==> src/rtl/id_stage_if.sv <==
// Decode-stage bus: fetch, hazard and writeback inputs plus the ID/EX register outputs.
interface id_stage_if #(
    parameter int unsigned XLEN = 32
);
    logic [31:0]     instr;
    logic [XLEN-1:0] pc_in;
    logic            flush;
    logic            ex_mem_read;
    logic [4:0]      ex_rd;
    logic            wb_we;
    logic [4:0]      wb_rd;
    logic [XLEN-1:0] wb_data;
    logic            stall;
    logic [XLEN-1:0] id_ex_pc;
    logic [XLEN-1:0] id_ex_rs1_val;
    logic [XLEN-1:0] id_ex_rs2_val;
    logic [XLEN-1:0] id_ex_imm;
    logic [4:0]      id_ex_rs1;
    logic [4:0]      id_ex_rs2;
    logic [4:0]      id_ex_rd;
    logic [4:0]      id_ex_alu_op;
    logic            id_ex_alu_src_a;
    logic            id_ex_alu_src_b;
    logic            id_ex_mem_read;
    logic            id_ex_mem_write;
    logic [2:0]      id_ex_mem_funct3;
    logic            id_ex_reg_write;
    logic [1:0]      id_ex_wb_sel;
    logic            id_ex_branch;
    logic            id_ex_jump;
    logic            id_ex_jump_r;
    logic            id_ex_illegal;

    modport master (
        output instr, pc_in, flush, ex_mem_read, ex_rd, wb_we, wb_rd, wb_data,
        input  stall, id_ex_pc, id_ex_rs1_val, id_ex_rs2_val, id_ex_imm, id_ex_rs1,
               id_ex_rs2, id_ex_rd, id_ex_alu_op, id_ex_alu_src_a, id_ex_alu_src_b,
               id_ex_mem_read, id_ex_mem_write, id_ex_mem_funct3, id_ex_reg_write,
               id_ex_wb_sel, id_ex_branch, id_ex_jump, id_ex_jump_r, id_ex_illegal
    );

    modport slave (
        input  instr, pc_in, flush, ex_mem_read, ex_rd, wb_we, wb_rd, wb_data,
        output stall, id_ex_pc, id_ex_rs1_val, id_ex_rs2_val, id_ex_imm, id_ex_rs1,
               id_ex_rs2, id_ex_rd, id_ex_alu_op, id_ex_alu_src_a, id_ex_alu_src_b,
               id_ex_mem_read, id_ex_mem_write, id_ex_mem_funct3, id_ex_reg_write,
               id_ex_wb_sel, id_ex_branch, id_ex_jump, id_ex_jump_r, id_ex_illegal
    );
endinterface

==> src/rtl/id_stage.sv <==
// RV32IM decode stage: register file, immediate/control decode, load-use stall, ID/EX register.
module id_stage #(
    parameter int unsigned XLEN      = 32,
    parameter logic [31:0] NOP_INSTR = 32'h00000013
) (
    input  logic      clk,
    input  logic      rst,
    id_stage_if.slave bus
);
    localparam logic [6:0] OPC_LUI    = 7'b0110111;
    localparam logic [6:0] OPC_AUIPC  = 7'b0010111;
    localparam logic [6:0] OPC_JAL    = 7'b1101111;
    localparam logic [6:0] OPC_JALR   = 7'b1100111;
    localparam logic [6:0] OPC_BRANCH = 7'b1100011;
    localparam logic [6:0] OPC_LOAD   = 7'b0000011;
    localparam logic [6:0] OPC_STORE  = 7'b0100011;
    localparam logic [6:0] OPC_OPIMM  = 7'b0010011;
    localparam logic [6:0] OPC_OP     = 7'b0110011;

    localparam logic [4:0] ALU_ADD    = 5'd0;
    localparam logic [4:0] ALU_SUB    = 5'd1;
    localparam logic [4:0] ALU_SLL    = 5'd2;
    localparam logic [4:0] ALU_SLT    = 5'd3;
    localparam logic [4:0] ALU_SLTU   = 5'd4;
    localparam logic [4:0] ALU_XOR    = 5'd5;
    localparam logic [4:0] ALU_SRL    = 5'd6;
    localparam logic [4:0] ALU_SRA    = 5'd7;
    localparam logic [4:0] ALU_OR     = 5'd8;
    localparam logic [4:0] ALU_AND    = 5'd9;
    localparam logic [4:0] ALU_MUL    = 5'd10;
    localparam logic [4:0] ALU_PASS_B = 5'd18;

    localparam logic [1:0] WB_MEM = 2'd1;
    localparam logic [1:0] WB_PC4 = 2'd2;

    localparam logic [6:0] F7_BASE = 7'b0000000;
    localparam logic [6:0] F7_ALT  = 7'b0100000;
    localparam logic [6:0] F7_MEXT = 7'b0000001;

    typedef struct packed {
        logic [XLEN-1:0] pc;
        logic [XLEN-1:0] rs1_val;
        logic [XLEN-1:0] rs2_val;
        logic [XLEN-1:0] imm;
        logic [4:0]      rs1;
        logic [4:0]      rs2;
        logic [4:0]      rd;
        logic [4:0]      alu_op;
        logic            alu_src_a;
        logic            alu_src_b;
        logic            mem_read;
        logic            mem_write;
        logic [2:0]      mem_funct3;
        logic            reg_write;
        logic [1:0]      wb_sel;
        logic            branch;
        logic            jump;
        logic            jump_r;
        logic            illegal;
    } id_ex_t;

    logic [XLEN-1:0] rf_q [32];
    id_ex_t          id_ex_q;
    id_ex_t          id_ex_d;
    id_ex_t          dec_c;
    logic            rs1_used_c;
    logic            rs2_used_c;
    logic            stall_c;

    logic [6:0]      opcode;
    logic [2:0]      funct3;
    logic [6:0]      funct7;
    logic [4:0]      rd_f;
    logic [4:0]      rs1_f;
    logic [4:0]      rs2_f;
    logic [XLEN-1:0] imm_i, imm_s, imm_b, imm_u, imm_j, imm_sh;
    logic [XLEN-1:0] rs1_rd_c, rs2_rd_c;

    assign opcode = bus.instr[6:0];
    assign rd_f   = bus.instr[11:7];
    assign funct3 = bus.instr[14:12];
    assign rs1_f  = bus.instr[19:15];
    assign rs2_f  = bus.instr[24:20];
    assign funct7 = bus.instr[31:25];

    // Immediate formats, all sign-extended from instr[31]; shifts carry only the shamt
    assign imm_i  = {{(XLEN-12){bus.instr[31]}}, bus.instr[31:20]};
    assign imm_s  = {{(XLEN-12){bus.instr[31]}}, bus.instr[31:25], bus.instr[11:7]};
    assign imm_b  = {{(XLEN-13){bus.instr[31]}}, bus.instr[31], bus.instr[7],
                     bus.instr[30:25], bus.instr[11:8], 1'b0};
    assign imm_u  = {{(XLEN-32){bus.instr[31]}}, bus.instr[31:12], 12'b0};
    assign imm_j  = {{(XLEN-21){bus.instr[31]}}, bus.instr[31], bus.instr[19:12],
                     bus.instr[20], bus.instr[30:21], 1'b0};
    assign imm_sh = {{(XLEN-5){1'b0}}, bus.instr[24:20]};

    // Register reads: x0 is hardwired zero, a same-cycle writeback is forwarded
    assign rs1_rd_c = (rs1_f == 5'd0) ? '0 :
                      (bus.wb_we && bus.wb_rd == rs1_f) ? bus.wb_data : rf_q[rs1_f];
    assign rs2_rd_c = (rs2_f == 5'd0) ? '0 :
                      (bus.wb_we && bus.wb_rd == rs2_f) ? bus.wb_data : rf_q[rs2_f];

    // Instruction decode into the ID/EX bundle and operand-usage flags
    always_comb begin
        dec_c        = '0;
        dec_c.pc     = bus.pc_in;
        dec_c.alu_op = ALU_ADD;
        rs1_used_c   = 1'b0;
        rs2_used_c   = 1'b0;
        case (opcode)
            OPC_LUI: begin
                dec_c.imm = imm_u; dec_c.alu_op = ALU_PASS_B;
                dec_c.alu_src_b = 1'b1; dec_c.reg_write = 1'b1;
            end
            OPC_AUIPC: begin
                dec_c.imm = imm_u; dec_c.alu_src_a = 1'b1;
                dec_c.alu_src_b = 1'b1; dec_c.reg_write = 1'b1;
            end
            OPC_JAL: begin
                dec_c.imm = imm_j; dec_c.alu_src_a = 1'b1; dec_c.alu_src_b = 1'b1;
                dec_c.reg_write = 1'b1; dec_c.wb_sel = WB_PC4; dec_c.jump = 1'b1;
            end
            OPC_JALR: begin
                dec_c.imm = imm_i; rs1_used_c = 1'b1; dec_c.alu_src_b = 1'b1;
                dec_c.reg_write = 1'b1; dec_c.wb_sel = WB_PC4; dec_c.jump_r = 1'b1;
                dec_c.illegal = (funct3 != 3'b000);
            end
            OPC_BRANCH: begin
                dec_c.imm = imm_b; rs1_used_c = 1'b1; rs2_used_c = 1'b1;
                dec_c.alu_op = ALU_SUB; dec_c.branch = 1'b1; dec_c.mem_funct3 = funct3;
                dec_c.illegal = (funct3 == 3'b010) || (funct3 == 3'b011);
            end
            OPC_LOAD: begin
                dec_c.imm = imm_i; rs1_used_c = 1'b1; dec_c.alu_src_b = 1'b1;
                dec_c.mem_read = 1'b1; dec_c.reg_write = 1'b1; dec_c.wb_sel = WB_MEM;
                dec_c.mem_funct3 = funct3;
                dec_c.illegal = (funct3 == 3'b011) || (funct3 == 3'b110) || (funct3 == 3'b111);
            end
            OPC_STORE: begin
                dec_c.imm = imm_s; rs1_used_c = 1'b1; rs2_used_c = 1'b1;
                dec_c.alu_src_b = 1'b1; dec_c.mem_write = 1'b1; dec_c.mem_funct3 = funct3;
                dec_c.illegal = funct3[2] || (funct3 == 3'b011);
            end
            OPC_OPIMM: begin
                dec_c.imm = imm_i; rs1_used_c = 1'b1;
                dec_c.alu_src_b = 1'b1; dec_c.reg_write = 1'b1;
                case (funct3)
                    3'b000: dec_c.alu_op = ALU_ADD;
                    3'b010: dec_c.alu_op = ALU_SLT;
                    3'b011: dec_c.alu_op = ALU_SLTU;
                    3'b100: dec_c.alu_op = ALU_XOR;
                    3'b110: dec_c.alu_op = ALU_OR;
                    3'b111: dec_c.alu_op = ALU_AND;
                    3'b001: begin
                        dec_c.imm = imm_sh; dec_c.alu_op = ALU_SLL;
                        dec_c.illegal = (funct7 != F7_BASE);
                    end
                    default: begin
                        dec_c.imm = imm_sh;
                        dec_c.alu_op = bus.instr[30] ? ALU_SRA : ALU_SRL;
                        dec_c.illegal = (funct7 != F7_BASE) && (funct7 != F7_ALT);
                    end
                endcase
            end
            OPC_OP: begin
                rs1_used_c = 1'b1; rs2_used_c = 1'b1; dec_c.reg_write = 1'b1;
                if (funct7 == F7_MEXT) begin
                    dec_c.alu_op = ALU_MUL + 5'(funct3);
                end else if (funct7 == F7_BASE) begin
                    case (funct3)
                        3'b000:  dec_c.alu_op = ALU_ADD;
                        3'b001:  dec_c.alu_op = ALU_SLL;
                        3'b010:  dec_c.alu_op = ALU_SLT;
                        3'b011:  dec_c.alu_op = ALU_SLTU;
                        3'b100:  dec_c.alu_op = ALU_XOR;
                        3'b101:  dec_c.alu_op = ALU_SRL;
                        3'b110:  dec_c.alu_op = ALU_OR;
                        default: dec_c.alu_op = ALU_AND;
                    endcase
                end else if (funct7 == F7_ALT && funct3 == 3'b000) begin
                    dec_c.alu_op = ALU_SUB;
                end else if (funct7 == F7_ALT && funct3 == 3'b101) begin
                    dec_c.alu_op = ALU_SRA;
                end else begin
                    dec_c.illegal = 1'b1;
                end
            end
            default: dec_c.illegal = 1'b1;
        endcase
        // Undecodable: keep only the PC and the illegal flag
        if (dec_c.illegal) begin
            dec_c         = '0;
            dec_c.pc      = bus.pc_in;
            dec_c.illegal = 1'b1;
            rs1_used_c    = 1'b0;
            rs2_used_c    = 1'b0;
        end
        // Unused register fields are zeroed so downstream forwarding never matches them
        dec_c.rd      = dec_c.reg_write ? rd_f : 5'd0;
        dec_c.rs1     = rs1_used_c ? rs1_f : 5'd0;
        dec_c.rs2     = rs2_used_c ? rs2_f : 5'd0;
        dec_c.rs1_val = rs1_used_c ? rs1_rd_c : '0;
        dec_c.rs2_val = rs2_used_c ? rs2_rd_c : '0;
    end

    // Load-use hazard against the load in EX; flush and reset suppress it
    assign stall_c = !rst && !bus.flush && bus.ex_mem_read && (bus.ex_rd != 5'd0) &&
                     ((rs1_used_c && bus.ex_rd == rs1_f) || (rs2_used_c && bus.ex_rd == rs2_f));

    // Next ID/EX contents: bubble on flush, stall or the canonical NOP
    always_comb begin
        id_ex_d = dec_c;
        if (bus.flush || stall_c || bus.instr == NOP_INSTR) begin
            id_ex_d = '0;
        end
    end

    // ID/EX pipeline register
    always_ff @(posedge clk or posedge rst) begin
        if (rst) id_ex_q <= '0;
        else     id_ex_q <= id_ex_d;
    end

    // Architectural register file; writeback is independent of stall/flush
    always_ff @(posedge clk or posedge rst) begin
        if (rst) begin
            for (int i = 0; i < 32; i++) rf_q[i] <= '0;
        end else if (bus.wb_we && bus.wb_rd != 5'd0) begin
            rf_q[bus.wb_rd] <= bus.wb_data;
        end
    end

    assign bus.stall            = stall_c;
    assign bus.id_ex_pc         = id_ex_q.pc;
    assign bus.id_ex_rs1_val    = id_ex_q.rs1_val;
    assign bus.id_ex_rs2_val    = id_ex_q.rs2_val;
    assign bus.id_ex_imm        = id_ex_q.imm;
    assign bus.id_ex_rs1        = id_ex_q.rs1;
    assign bus.id_ex_rs2        = id_ex_q.rs2;
    assign bus.id_ex_rd         = id_ex_q.rd;
    assign bus.id_ex_alu_op     = id_ex_q.alu_op;
    assign bus.id_ex_alu_src_a  = id_ex_q.alu_src_a;
    assign bus.id_ex_alu_src_b  = id_ex_q.alu_src_b;
    assign bus.id_ex_mem_read   = id_ex_q.mem_read;
    assign bus.id_ex_mem_write  = id_ex_q.mem_write;
    assign bus.id_ex_mem_funct3 = id_ex_q.mem_funct3;
    assign bus.id_ex_reg_write  = id_ex_q.reg_write;
    assign bus.id_ex_wb_sel     = id_ex_q.wb_sel;
    assign bus.id_ex_branch     = id_ex_q.branch;
    assign bus.id_ex_jump       = id_ex_q.jump;
    assign bus.id_ex_jump_r     = id_ex_q.jump_r;
    assign bus.id_ex_illegal    = id_ex_q.illegal;
endmodule

==> src/flat_wrapper.sv <==
// flat-port wrapper written by rule: the top's interface ports become plain ports
module id_stage_flat 
#(
    parameter int unsigned XLEN      = 32,
    parameter logic [31:0] NOP_INSTR = 32'h00000013
)
  (clk, rst, bus_instr, bus_pc_in, bus_flush, bus_ex_mem_read, bus_ex_rd, bus_wb_we, bus_wb_rd, bus_wb_data, bus_stall, bus_id_ex_pc, bus_id_ex_rs1_val, bus_id_ex_rs2_val, bus_id_ex_imm, bus_id_ex_rs1, bus_id_ex_rs2, bus_id_ex_rd, bus_id_ex_alu_op, bus_id_ex_alu_src_a, bus_id_ex_alu_src_b, bus_id_ex_mem_read, bus_id_ex_mem_write, bus_id_ex_mem_funct3, bus_id_ex_reg_write, bus_id_ex_wb_sel, bus_id_ex_branch, bus_id_ex_jump, bus_id_ex_jump_r, bus_id_ex_illegal);
  id_stage_if #(.XLEN(XLEN)) bus_i ();
  input  logic clk;
  input  logic rst;
  input wire logic [$bits(bus_i.instr)-1:0] bus_instr;
  input wire logic [$bits(bus_i.pc_in)-1:0] bus_pc_in;
  input wire logic [$bits(bus_i.flush)-1:0] bus_flush;
  input wire logic [$bits(bus_i.ex_mem_read)-1:0] bus_ex_mem_read;
  input wire logic [$bits(bus_i.ex_rd)-1:0] bus_ex_rd;
  input wire logic [$bits(bus_i.wb_we)-1:0] bus_wb_we;
  input wire logic [$bits(bus_i.wb_rd)-1:0] bus_wb_rd;
  input wire logic [$bits(bus_i.wb_data)-1:0] bus_wb_data;
  output wire logic [$bits(bus_i.stall)-1:0] bus_stall;
  output wire logic [$bits(bus_i.id_ex_pc)-1:0] bus_id_ex_pc;
  output wire logic [$bits(bus_i.id_ex_rs1_val)-1:0] bus_id_ex_rs1_val;
  output wire logic [$bits(bus_i.id_ex_rs2_val)-1:0] bus_id_ex_rs2_val;
  output wire logic [$bits(bus_i.id_ex_imm)-1:0] bus_id_ex_imm;
  output wire logic [$bits(bus_i.id_ex_rs1)-1:0] bus_id_ex_rs1;
  output wire logic [$bits(bus_i.id_ex_rs2)-1:0] bus_id_ex_rs2;
  output wire logic [$bits(bus_i.id_ex_rd)-1:0] bus_id_ex_rd;
  output wire logic [$bits(bus_i.id_ex_alu_op)-1:0] bus_id_ex_alu_op;
  output wire logic [$bits(bus_i.id_ex_alu_src_a)-1:0] bus_id_ex_alu_src_a;
  output wire logic [$bits(bus_i.id_ex_alu_src_b)-1:0] bus_id_ex_alu_src_b;
  output wire logic [$bits(bus_i.id_ex_mem_read)-1:0] bus_id_ex_mem_read;
  output wire logic [$bits(bus_i.id_ex_mem_write)-1:0] bus_id_ex_mem_write;
  output wire logic [$bits(bus_i.id_ex_mem_funct3)-1:0] bus_id_ex_mem_funct3;
  output wire logic [$bits(bus_i.id_ex_reg_write)-1:0] bus_id_ex_reg_write;
  output wire logic [$bits(bus_i.id_ex_wb_sel)-1:0] bus_id_ex_wb_sel;
  output wire logic [$bits(bus_i.id_ex_branch)-1:0] bus_id_ex_branch;
  output wire logic [$bits(bus_i.id_ex_jump)-1:0] bus_id_ex_jump;
  output wire logic [$bits(bus_i.id_ex_jump_r)-1:0] bus_id_ex_jump_r;
  output wire logic [$bits(bus_i.id_ex_illegal)-1:0] bus_id_ex_illegal;
  assign bus_i.instr = bus_instr;
  assign bus_i.pc_in = bus_pc_in;
  assign bus_i.flush = bus_flush;
  assign bus_i.ex_mem_read = bus_ex_mem_read;
  assign bus_i.ex_rd = bus_ex_rd;
  assign bus_i.wb_we = bus_wb_we;
  assign bus_i.wb_rd = bus_wb_rd;
  assign bus_i.wb_data = bus_wb_data;
  assign bus_stall = bus_i.stall;
  assign bus_id_ex_pc = bus_i.id_ex_pc;
  assign bus_id_ex_rs1_val = bus_i.id_ex_rs1_val;
  assign bus_id_ex_rs2_val = bus_i.id_ex_rs2_val;
  assign bus_id_ex_imm = bus_i.id_ex_imm;
  assign bus_id_ex_rs1 = bus_i.id_ex_rs1;
  assign bus_id_ex_rs2 = bus_i.id_ex_rs2;
  assign bus_id_ex_rd = bus_i.id_ex_rd;
  assign bus_id_ex_alu_op = bus_i.id_ex_alu_op;
  assign bus_id_ex_alu_src_a = bus_i.id_ex_alu_src_a;
  assign bus_id_ex_alu_src_b = bus_i.id_ex_alu_src_b;
  assign bus_id_ex_mem_read = bus_i.id_ex_mem_read;
  assign bus_id_ex_mem_write = bus_i.id_ex_mem_write;
  assign bus_id_ex_mem_funct3 = bus_i.id_ex_mem_funct3;
  assign bus_id_ex_reg_write = bus_i.id_ex_reg_write;
  assign bus_id_ex_wb_sel = bus_i.id_ex_wb_sel;
  assign bus_id_ex_branch = bus_i.id_ex_branch;
  assign bus_id_ex_jump = bus_i.id_ex_jump;
  assign bus_id_ex_jump_r = bus_i.id_ex_jump_r;
  assign bus_id_ex_illegal = bus_i.id_ex_illegal;
  id_stage #(.XLEN(XLEN), .NOP_INSTR(NOP_INSTR)) u_core (.clk(clk), .rst(rst), .bus(bus_i));
endmodule
==> config.mk <==
export PLATFORM = sky130hd
export DESIGN_NAME = id_stage_flat
export DESIGN_NICKNAME = d
export VERILOG_FILES = /design/src/rtl/id_stage_if.sv /design/src/rtl/id_stage.sv /design/src/flat_wrapper.sv
export SDC_FILE = /design/constraint.sdc
export NUM_CORES = 2
export LEC_CHECK = 0
export CAP_MARGIN = 20
export CORE_MARGIN = 2
export CORE_UTILIZATION = 66
export DETAILED_ROUTE_END_ITERATION = 8
export PLACE_DENSITY = 0.95
export SKIP_LAST_GASP = 1
export SLEW_MARGIN = 10
export SYNTH_ARGS = -nofsm -noshare
export SYNTH_HDL_FRONTEND = slang
export SYNTH_SLANG_ARGS = --single-unit
==> constraint.sdc <==
create_clock -name clk -period 62.9 [get_ports clk]
set_input_delay 9.435 -clock clk [delete_from_list [all_inputs] [get_ports clk]]
set_output_delay 9.435 -clock clk [all_outputs]
set_load 0.1 [all_outputs]
# ---- Yosys cells after proc, flatten, opt, wreduce, memory -nomap -nowiden
# Index checks and enable logic that the tools add are counted.
dict set report totals {
  ff_bits 1186
  input_bits 111
  output_inout_bits 163
  elab_cells 174
}
dict set report op_classes {
  addsub 1
  n_lt_le_gt_ge 4
  eq_ne 24
  n_mux 50
  n_bitwise 3
  n_reduce_logical 41
}
# operator n
set op_table {}
lappend op_table {{1024-bit bitwise mux} 1}
lappend op_table {{32-bit 2-to-1 mux} 12}
lappend op_table {{32-bit binary-select mux with 5-bit select} 2}
lappend op_table {{32-bit case mux with 6 select lines} 1}
lappend op_table {{162-bit 2-to-1 mux} 1}
lappend op_table {{32-bit demux with 5-bit select} 1}
lappend op_table {{66-bit 2-to-1 mux} 1}
lappend op_table {{5-bit case mux with 7 select lines} 1}
lappend op_table {{32-bit by 5-bit == test with 1-bit output, second input constant} 1}
lappend op_table {{5-bit 2-to-1 mux} 6}
lappend op_table {{7-bit by 6-bit == test with 1-bit output, second input constant} 4}
lappend op_table {{4-bit case mux with 7 select lines} 1}
lappend op_table {{7-bit == test, second input constant} 3}
lappend op_table {{5-bit == test} 4}
lappend op_table {{5-bit case mux with 4 select lines} 1}
lappend op_table {{6-bit >= comparator, second input constant} 3}
lappend op_table {{5-bit inverter with 6-bit output} 3}
lappend op_table {{1-bit 2-to-1 mux} 17}
lappend op_table {{7-bit by 5-bit == test with 1-bit output, second input constant} 2}
lappend op_table {{7-bit OR reduction} 2}
lappend op_table {{1-bit logical AND} 13}
lappend op_table {{3-bit == test, second input constant} 4}
lappend op_table {{6-bit OR reduction} 2}
lappend op_table {{5-bit logical NOT} 2}
lappend op_table {{20 further kinds} 35}

# ---- Logic depth before layout (Yosys ltp)
dict set report logic_depth {
  word_depth 14
  mapped_depth 10
}

# ---- Worst setup path after synthesis
# Ideal clock, no wire load.
dict set report synth_path {
  path_kind {input -> output}
  from {input rst}
  to {output bus_stall}
  arrival_time_ns 37.400
  required_time_ns 53.465
  slack_ns 16.065
  stages 6
  cell_sequence {inv_1 -> o311a_1 -> o21a_1 -> and4b_1 -> buf_2 -> buf_6}
}
dict set report synth_between {
  elab_chain_cells 5
}
# item line
set synth_rtl {}
lappend synth_rtl {{from (decl)} flat_wrapper.sv:10} ;# input logic rst;
lappend synth_rtl {{1-bit logical NOT} id_stage.sv:206} ;# assign stall_c = !rst && !bus.flush && bus.ex_mem_read && (bus.ex_rd != 5'd0) &&
lappend synth_rtl {{1-bit logical AND (4 in a row)} id_stage.sv:206}
lappend synth_rtl {{to (decl)} flat_wrapper.sv:19} ;# output wire logic [$bits(bus_i.stall)-1:0] bus_stall;
# Every way passes these cells.

# ---- Final worst setup path
dict set report layout_path {
  from {input bus_instr[3]}
  to {output bus_stall}
}
dict set report layout_between {
  elab_chain_cells 7
}
# item line
set layout_rtl {}
lappend layout_rtl {{from (decl)} flat_wrapper.sv:11} ;# input wire logic [$bits(bus_i.instr)-1:0] bus_instr;
lappend layout_rtl {{7-bit by 6-bit == test with 1-bit output (tied with other cells)} id_stage.sv:109} ;# case (opcode)
lappend layout_rtl {{3-bit OR reduction (no line) or 6-bit OR reduction (tied branches)} n/a}
lappend layout_rtl {{1-bit case mux with 7 select lines or 1-bit 2-to-1 mux (tied branches)} id_stage.sv:109}
lappend layout_rtl {{1-bit 2-to-1 mux} id_stage.sv:190} ;# if (dec_c.illegal) begin
lappend layout_rtl {{1-bit logical AND} id_stage.sv:207} ;# ((rs1_used_c && bus.ex_rd == rs1_f) || (rs2_used_c && bus.ex_rd == rs2_f));
lappend layout_rtl {{1-bit logical OR (*)} id_stage.sv:207}
lappend layout_rtl {{1-bit logical AND (*)} id_stage.sv:206}
# Every way passes the cells marked *; elsewhere a longest branch is shown, timed or not.

==> run_results.csv <==
group,metric,value,unit
sta,period_needed,23.25,ns
clock_tree,clock_latency,0.74,ns
drt,drc,0,
sta,hold_viol_final,0,
final_layout,fillers,5143,
sta,finalCritPeriodShare,36.97,%
sta,drv_slew,0,
global_routing,grt_use_total,40.61,%
sta,worst_pin_slew,1.192,ns
sta,final.setup.tns,0,ns
pwr,netSwitchingFraction,29.74,%
pwr,total_power,2195,uW
setup_path,path_cells,"clkdlybuf4s50_1 -> nand4bb_1 -> a211oi_2 -> and4_1 -> o21a_1 -> and4b_1 -> buf_4 -> clkdlybuf4s50_1",
final_layout,final_cell_mix,"dfrtp_1, mux2i_1, mux2_2",
min_path,holdPathStages,0,
clock_tree,post_cts_buffers,0,
final_layout,multi_input_area,30690,sq um
final_layout,final_common_cell,"dfrtp_1",
die,rows,113,
die,start_util,66.28,%
drt,final_antenna_net_count,0,
synth,synth.net_count,5132,
die,core_area,94590,sq um
drt,wl,208.7,mm
final_layout,seqCellArea,29650,sq um
setup_path,reg2reg_from,"u_core.rf_q[530]$_DFFE_PP0P_",
min_path,min_delay_worst_endpoint,"u_core.rf_q[1022]$_DFFE_PP0P_",
global_routing,antenna_found_initial,12,
synth,yosysWarnings,0,
min_path,worst_hold_path_type,"reg2reg",
sta,finalSetupViolations,0,
global_routing,grt_first_pass_wirelength,304.5,mm
setup_path,cp_data_arrival_time,13.82,ns
clock_tree,ctsHoldBuffers,0,
final_layout,layout-area-overhead-vs-synth,11.87,%
pwr,seqPwrFrac,45.6,%
run_status,status,"finished, final reports clean",
final_layout,layout-drive-gt1-share,28.91,%
pwr,powerDensity,31.30,nW/um^2
placement,place_congestion,0.9284,
drt,first_pass_iters,7,
global_routing,grt_pass1_vias,49134,
clock_tree,tritoncts,"built",
pwr,p_sw,653.0,uW
placement,hpwl,103.6,mm
die,die_width,312.2,um
synth,synth_cell_type_count,69,
clock_tree,htreeDepth,3,
clock_tree,clockRootBuffer,"clkbuf_16",
synth,synth_cells,5020,
job,drv_cap,0,
sta,slew_headroom,20.51,%
synth,ys_ff_latch,1185,
setup_path,r2r_end,"u_core.bus.id_ex_rs2_val[18]$_DFF_PP0_",
pwr,pwr-share-comb,19.3,%
sta,skew,0.05860,ns
die,dieArea,97470,sq um
drt,drt_iter0_markers,8133,
drt,via_count,48617,
pwr,irDropWorstVdd,0.00002801,V
clock_tree,cts_resized,0,
setup_path,endpoint_kind,"primary output",
setup_path,r2r_slack,60.32,ns
sta,rsz0062_at_grt,"no",
setup_path,critPathMostFrequentCell,"clkdlybuf4s50_1",
synth,netlist_area,62690,sq um
drt,vias_per_cell,7.659,
sta,setup_slack,39.65,ns
setup_path,cp.required,53.47,ns
pwr,internal_power,1542,uW
clock_tree,cts_buffers,115,
setup_path,critPathLaunchType,"input pin",
final_layout,nets,5093,
synth,synth_ff_type,"dfrtp_1",
synth,async_flop_share,100.0,%
setup_path,cp_slowest_stage_delay,1.22,ns
placement,dp_slack,39.78,ns
clock_tree,clock_sinks,1185,
die,fp.dieH,312.2,um
setup_path,slowest_stage,"clkdlybuf4s50_1",
setup_path,critPathMaxFanout,37,
clock_tree,cts.path.max_buffers,3,
clock_tree,path_clk_slew,0.06,ns
pwr,total_leakage_power,0.03192,uW
setup_path,rr_worst_depth,6,
synth,synth_edf_count,0,
pwr,power.clock.fraction,35.1,%
synth,ys_seq_area_share,47.30,%
global_routing,grt_max_degree,179,
die,pin_count,274,
synth,syn_area_per_cell,12.49,sq um
sta,fmax,43.01,MHz
placement,place.port_buffers,273,
drt,wl_per_cell,32.88,um
global_routing,grt.overflow.total,0,
setup_path,crit_type,"in2out",
min_path,worstHoldStart,"u_core.rf_q[1022]$_DFFE_PP0P_",
==> cell type report <==
class,instances,area share [%]
diodes,6,0.02141
clock buffers,165,4.931
clock inverters,48,1.026
inverters,6,0.04282
multi-input cells,3278,43.76
flip-flops and latches,1185,42.28
well taps,1265,2.257
repair buffers,395,5.680
==> stage by stage <==
stage               instance area, sq um  instances  utilization [%]  hold WS, ns
detailed placement                 65480       6105            69.23       0.3877
floorplan                          62690       5020                -       0.4488
finish                             70130       6348            74.15       0.4000
global placement                   65470       6104            69.21       0.3836
CTS                                69660       6318            73.64       0.4009
global route                       70130       6346            74.14       0.4094
==> cell families (layout without fill, tap and decap cells) <==
group	count (synthesis)	after routing	share of synthesized area [%]
flip-flops	1185	1185	47.30
adder cells (fa/ha/maj)	1	1	0.01995
other	0	6	0
AO/OA/AOI/OAI	843	843	10.36
AND/OR/NAND/NOR	396	396	3.668
XOR/XNOR	22	22	0.3074
multiplexers	2016	2016	34.17
buffers and inverters	557	614	4.179
==> synthesized netlist by cell type (3+ instances only) <==
cell         n  area share [%]
and3_1       5           0.050
clkbuf_4     5           0.060
a211oi_1     8           0.096
a221oi_1   129             1.8
mux2i_1   1024              16
or3_1        6           0.060
xor2_1      15            0.21
a22oi_1    261             3.1
nor2b_1      6           0.060
nor4_1       9           0.090
nand4b_1     3           0.042
nor2_1      37            0.22
o22ai_1     68            0.68
a21oi_1    161             1.3
clkbuf_1   334             2.0
a22o_1     128             1.8
dfrtp_1   1185              47
nor3b_1     37            0.44
inv_1        6           0.036
a211oi_2    61             1.2
or2_2        5           0.050
nor3_2      20            0.32
or4_1       65            0.78
buf_8        6            0.14
mux2_2     992              18
nand2_1    117            0.70
o21ai_0     10           0.080
buf_4       77            0.92
nand3_1      7           0.056
nand3b_1     5           0.060
and2_1       4           0.040
buf_1       61            0.37
xnor2_1      7           0.098
nor3_1      47            0.38
buf_6       11            0.20
buf_2       56            0.45
nand2b_1     9           0.090
==> flip-flops by register name, indices dropped and copies added, names as in the netlist, 2 cells and up <==
register / count
u_core.bus.id_ex_rs1: 5
u_core.bus.id_ex_rs2: 5
u_core.bus.id_ex_wb_sel: 2
u_core.rf_q: 1024
u_core.bus.id_ex_rs2_val: 32
u_core.bus.id_ex_rd: 5
u_core.bus.id_ex_alu_op: 5
u_core.bus.id_ex_pc: 32
u_core.bus.id_ex_rs1_val: 32
u_core.bus.id_ex_mem_funct3: 3
u_core.bus.id_ex_imm: 32
==> metal layers <==
| metal | wire [um] | vias to the layer above | track usage (%) | share of wire, % |
|---|---|---|---|---|
| met5 | 48 | - | 0 | 0.023 |
| met3 | 27480 | 1418 | 11.87 | 13 |
| li1 | - | 18769 | - | - |
| met4 | 18650 | 8 | 31.30 | 8.9 |
| met1 | 70930 | 23930 | 49.95 | 34 |
| met2 | 91590 | 4492 | 60.55 | 44 |
==> worst max path at each step <==
stage                  from        end  slack (ns)  depth (start not counted)
3_5_place_dp   bus_instr[3]  bus_stall       39.78                          8
4_1_cts        bus_instr[3]  bus_stall       39.78                          8
3_3_place_gp   bus_instr[3]  bus_stall       39.86                          8
6_report       bus_instr[3]  bus_stall       39.65                          8
5_1_grt        bus_instr[3]  bus_stall       39.53                          8
2_1_floorplan           rst  bus_stall       16.07                          6
==> worst max-delay path, delay by kind of cell <==
family / cells / cell delay (ns)
buf+inv: 3 / 2.30
simple gates: 3 / 1.08
compound gates: 2 / 0.97
==> power by group through the flow <==
stage          combinational, uW  clock, uW  sequential [uW]
6_report                     424        770             1000
5_1_grt                      447        799             1010
4_1_cts                      407        763              990
3_5_place_dp                 393          0              997
3_3_place_gp                 373          0              981
2_1_floorplan                302          0              980
Note: power is estimated with default switching activity, not from simulation.
